<file path="config.mk">
export PLATFORM = sky130hd
export DESIGN_NAME = request_latch
export DESIGN_NICKNAME = d
export VERILOG_FILES = /design/src/rtl/traffic_pkg.sv /design/src/rtl/request_channel.sv /design/src/rtl/request_latch.sv
export SDC_FILE = /design/constraint.sdc
export NUM_CORES = 1
export LEC_CHECK = 0
export CAP_MARGIN = 20
export CORE_MARGIN = 2
export CORE_UTILIZATION = 48
export CTS_CLUSTER_DIAMETER = 40
export DETAILED_ROUTE_END_ITERATION = 6
export PLACE_DENSITY = 0.63
export REMOVE_ABC_BUFFERS = 1
export SLEW_MARGIN = 20
export SYNTH_ARGS = -nofsm -noshare
export SYNTH_HDL_FRONTEND = slang
export SYNTH_SLANG_ARGS = --single-unit
export TNS_END_PERCENT = 5
</file>
<file path="constraint.sdc">
create_clock -name clock -period 2.1 [get_ports clock]
set_clock_uncertainty 0.15 [all_clocks]
set_input_delay 0.525 -clock clock [delete_from_list [all_inputs] [get_ports clock]]
set_output_delay 0.525 -clock clock [all_outputs]
set_load 0.03 [all_outputs]
</file>
<file path="src/rtl/traffic_pkg.sv">
// Shared channel indexing for the intersection request logic.
package traffic_pkg;

    localparam int PED          = 0;
    localparam int UP           = 1;
    localparam int DOWN         = 2;
    localparam int TURN         = 3;
    localparam int NUM_CHANNELS = 4;

endpackage

</file>
<file path="src/rtl/request_channel.sv">
// One demand channel: synchronizer, debouncer, request latch and wait/urgency counter.
module request_channel #(
    parameter int DEBOUNCE_CYCLES = 4,
    parameter int MAX_WAIT        = 200
) (
    input  logic clock,
    input  logic reset,
    input  logic raw,
    input  logic green,
    output logic request,
    output logic urgent
);

    localparam int CNT_W  = $clog2(DEBOUNCE_CYCLES);
    localparam int WAIT_W = $clog2(MAX_WAIT + 1);
    localparam logic [CNT_W-1:0]  CNT_LAST = CNT_W'(DEBOUNCE_CYCLES - 1);
    localparam logic [WAIT_W-1:0] WAIT_MAX = WAIT_W'(MAX_WAIT);

    logic              sync_meta;
    logic              sync_out;
    logic              deb;
    logic [CNT_W-1:0]  cnt;
    logic [WAIT_W-1:0] wait_cnt;
    logic              deb_rise;

    // The debounced level rises on this edge; the latch sets on the same edge.
    assign deb_rise = sync_out && !deb && (cnt == CNT_LAST);

    always_ff @(posedge clock or negedge reset) begin
        if (!reset) begin
            sync_meta <= 1'b0;
            sync_out  <= 1'b0;
        end else begin
            sync_meta <= raw;
            sync_out  <= sync_meta;
        end
    end

    always_ff @(posedge clock or negedge reset) begin
        if (!reset) begin
            deb <= 1'b0;
            cnt <= '0;
        end else if (sync_out == deb) begin
            cnt <= '0;
        end else if (cnt == CNT_LAST) begin
            deb <= sync_out;
            cnt <= '0;
        end else begin
            cnt <= cnt + CNT_W'(1);
        end
    end

    // Green always wins, so a rise arriving while the phase is being served is dropped.
    always_ff @(posedge clock or negedge reset) begin
        if (!reset) begin
            request <= 1'b0;
        end else if (green) begin
            request <= 1'b0;
        end else if (deb_rise) begin
            request <= 1'b1;
        end
    end

    // Cleared together with the request so urgent falls on the serving edge.
    always_ff @(posedge clock or negedge reset) begin
        if (!reset) begin
            wait_cnt <= '0;
        end else if (!request || green) begin
            wait_cnt <= '0;
        end else if (wait_cnt != WAIT_MAX) begin
            wait_cnt <= wait_cnt + WAIT_W'(1);
        end
    end

    assign urgent = (wait_cnt == WAIT_MAX);

endmodule

</file>
<file path="src/rtl/request_latch.sv">
// Latches debounced pedestrian/vehicle demand per phase until the phase is served.
module request_latch #(
    parameter int DEBOUNCE_CYCLES = 4,
    parameter int MAX_WAIT        = 200
) (
    input  logic       clock,
    input  logic       reset,
    input  logic       ped_button,
    input  logic       up_sensor,
    input  logic       down_sensor,
    input  logic       turn_sensor,
    input  logic       pedestrian_green,
    input  logic       up_green,
    input  logic       down_green,
    input  logic       turn_green,
    output logic       pedestrian_request,
    output logic       up_request,
    output logic       down_request,
    output logic       turn_request,
    output logic [3:0] urgent,
    output logic       any_pending
);

    import traffic_pkg::*;

    logic [NUM_CHANNELS-1:0] raw_vec;
    logic [NUM_CHANNELS-1:0] green_vec;
    logic [NUM_CHANNELS-1:0] req_vec;

    assign raw_vec[PED]    = ped_button;
    assign raw_vec[UP]     = up_sensor;
    assign raw_vec[DOWN]   = down_sensor;
    assign raw_vec[TURN]   = turn_sensor;

    assign green_vec[PED]  = pedestrian_green;
    assign green_vec[UP]   = up_green;
    assign green_vec[DOWN] = down_green;
    assign green_vec[TURN] = turn_green;

    for (genvar i = 0; i < NUM_CHANNELS; i++) begin : g_channel
        request_channel #(
            .DEBOUNCE_CYCLES (DEBOUNCE_CYCLES),
            .MAX_WAIT        (MAX_WAIT)
        ) u_channel (
            .clock   (clock),
            .reset   (reset),
            .raw     (raw_vec[i]),
            .green   (green_vec[i]),
            .request (req_vec[i]),
            .urgent  (urgent[i])
        );
    end

    assign pedestrian_request = req_vec[PED];
    assign up_request         = req_vec[UP];
    assign down_request       = req_vec[DOWN];
    assign turn_request       = req_vec[TURN];
    assign any_pending        = |req_vec;

endmodule

</file>
==> impl_metrics.csv <==
group,metric,value,unit
status,status,"complete, but fails checks",
status,violations,"hold timing, setup timing",
logic_synthesis,ys.flop_type,"dfrtp_1",
timing,fin_crit,2130,ps
timing,rsz0062_at_grt,"true",
detailed_routing,first_pass_iters,4,
cts,clock_path_buffers,2,
timing,holdWs,-5.62,ps
grt,grt_remaining_overflow,0,
final_layout,final_core_util,61.9,%
pwr,p_per_area,698,mW/mm²
worst_setup_path,critPathKind,"reg2out",
logic_synthesis,ys_seq_area_share,53.4,%
grt,grt_start_max_net_pins,39,
logic_synthesis,synth_top_cell_area_share,53.4,%
pwr,pwr-share-comb,18.6,%
worst_setup_path,critical_path.n_buffers_inverters,1,
detailed_routing,wire_per_inst,13.0,µm
logic_synthesis,async_reset_ff_share,100,%
final_layout,nNetsFinal,328,
logic_synthesis,synth_top_cell_by_area,"dfrtp_1",
timing,worstMarginPinSlew,449,ps
detailed_routing,postRouteAntennaNets,0,
timing,hold_viol,14,
final_layout,area_growth,22.6,%
floorplan,die_area,0.00608,mm²
pwr,p_int,1.66,mW
floorplan,dieWidth,78.0,µm
logic_synthesis,synth_edf_count,0,
worst_setup_path,critPathLaunchType,"flip-flop",
worst_setup_path,crit_required,1420,ps
floorplan,die_h,78.0,µm
worst_setup_path,r2r_cells,6,
final_layout,seq_area,0.00140,mm²
pwr,sequentialPowerShare,54.8,%
pwr,p_sw,594,µW
logic_synthesis,syn-cell-area,0.00263,mm²
logic_synthesis,yosys_warnings,0,
logic_synthesis,synth_cell_types,34,
logic_synthesis,syn_avg_cell_area,10.3,µm²
floorplan,start_util,50.5,%
detailed_routing,wirelength_met1,2350,µm
detailed_routing,drc,0,
pwr,p_leak,1.43,nW
grt,grt_antenna_before_repair,0,
timing,finalSetupViolations,1,
grt,grt_pass1_wl,8180,µm
worst_setup_path,cp_max_fo,4,
timing,max_freq,470,MHz
floorplan,core,0.00520,mm²
final_layout,multi_input_area,0.00116,mm²
floorplan,ios,19,
cts,tritoncts,"done",
detailed_routing,met3_length,143,µm
final_layout,drive_above_1_share,20.1,%
placement,dp_slack,-68.6,ps
logic_synthesis,synth-seq-cells,56,
placement,dp_hpwl,3260,µm
worst_setup_path,crit_path_end_kind,"primary output",
detailed_routing,vias_per_cell,5.29,
worst_setup_path,cp_top_family,"simple AND/OR/NAND/NOR gates",
logic_synthesis,yosys-top-cells-area,"dfrtp_1 53%, ha_1 7.6%, a21oi_1 4.4%",
placement,port_buffers,18,
cts,cts_buffers,5,
timing,finalCritPeriodShare,101,%
logic_synthesis,synth_commonest_cells,"56 x dfrtp_1, 23 x a21oi_1, 19 x inv_1",
placement,gp_congestion,0.780,
detailed_routing,wl,4860,µm
timing,slew_viol_final,0,
cts,htree_levels,2,
detailed_routing,highest_layer,"met4",
detailed_routing,dr_total_vias,1972,
pwr,irDropWorstVdd,0.442,mV
cts,clk_latency,310,ps
worst_setup_path,critPathSlowestCell,"dfrtp_1",
pwr,swShare,26.4,%
final_layout,antenna_cells,0,
grt,grt_usage,16.8,%
run,max-cap-violations,0,
detailed_routing,dr_wl_met2,2310,µm
min_path,hp-class,"in2async",
logic_synthesis,synth_most_common_cell,"dfrtp_1",
detailed_routing,drt_iter0_drc,84,
worst_setup_path,worstSetupPathDepth,3,
final_layout,n_fill_cell,441,
timing,slew-limit-headroom,70.1,%
cts,cts.clk_slew.worst_paths,90,ps
floorplan,rows,26,
worst_setup_path,crit_chain,"or3_4 > nor2_4 > buf_6",
cts,cts.sinks,56,
worst_setup_path,arrival,1450,ps
timing,setup_ws,-25.6,ps
pwr,p_clk_share,26.7,%
logic_synthesis,syn_inst,256,
cts,cts-root-buf,"clkbuf_8",
worst_setup_path,worst_path_largest_cell_delay,430,ps
grt,grt_pass1_vias,1891,
stage by stage:
step / power (mW) / cell area (µm²) / TNS [ps] / instances
after floorplan: 1.53 / 2580 / 0 / 247
after global placement: 1.66 / 2960 / -63.2 / 351
after detailed placement: 1.68 / 2960 / -68.6 / 351
after CTS: 2.27 / 3080 / -71.0 / 359
after global routing: 2.40 / 3220 / -227 / 373
final: 2.25 / 3220 / -25.6 / 373
power groups by stage:
stage               Clock, mW  Sequential, mW  Combinational, mW
finish                  0.600            1.23              0.418
global route            0.662            1.25              0.489
CTS                     0.622            1.23              0.413
detailed placement          0            1.26              0.420
floorplan                   0            1.26              0.266
global placement            0            1.25              0.408
state kept, by name (all words and copies together) (netlist names):
register	cells
g_channel.u_channel.request	4
g_channel.u_channel.deb	4
g_channel.u_channel.sync_out	4
g_channel.u_channel.sync_meta	4
g_channel.u_channel.cnt	8
g_channel.u_channel.wait_cnt	32
per-layer routing:
layer | global-route usage, % | vias to the layer above
met5 | 0 | -
met1 | 22.7 | 946
met2 | 27.1 | 27
li1 | - | 994
met4 | 4.21 | 0
met3 | 4.53 | 5
cells in the final DEF (no fill, tap or decap), drive strengths merged, types with 2 or more instances in the layout:
cell type      count
buf               36
nor2              15
clkdlybuf4s50      8
o22ai              3
nand2             12
nand3             15
and4               2
nor2b              6
nor3b              2
o211ai             2
inv               19
or4                2
dlygate4sd2        4
nand2b             5
nand4              7
a21oi             23
xor2               8
nor3              11
o21ai             15
dfrtp             56
a31o               4
ha                16
or3               15
clkbuf             8
path summary, 6_finish.rpt:
kind,from,endpoint,slack (ps)
worst max-delay path,g_channel[0].u_channel.wait_cnt[4],urgent[0],-30
max in group asynchronous,reset,g_channel[0].u_channel.deb,1260
worst max register to register,g_channel[1].u_channel.wait_cnt[0],g_channel[1].u_channel.wait_cnt[6],530
worst min register to register,g_channel[0].u_channel.sync_meta,g_channel[0].u_channel.sync_out,200
worst min-delay path,reset,g_channel[2].u_channel.wait_cnt[4],-6
min in group clock,g_channel[0].u_channel.sync_meta,g_channel[0].u_channel.sync_out,200
kinds of logic (layout without fill, tap and decap cells):
| kind of cell | after synthesis | after routing | synth area share [%] |
|---|---|---|---|
| xor+xnor | 8 | 8 | 2.67 |
| buf+inv | 28 | 75 | 4.62 |
| mux | 1 | 1 | 0.381 |
| simple gates | 97 | 97 | 20.2 |
| fa+ha+maj | 16 | 16 | 7.62 |
| flops | 56 | 56 | 53.4 |
| compound gates | 50 | 50 | 11.1 |
area by class of cell:
class                           instances  share of cell area (%)
Multi-Input combinational cell        172                    36.0
Tap cell                               70                    2.72
Sequential cell                        56                    43.6
Clock buffer                            8                    2.80
Inverter                               19                    2.21
Timing Repair Buffer                   48                    12.7
what timing repair did:
item                                    4_1_cts  5_1_grt
setup buffers                                 0       14
resized for setup                            19       11
endpoints found under the setup margin        9        5
hold buffers                                  0        0
pin swaps                                     1        3
No activity file was read; power rests on OpenSTA's default activity.
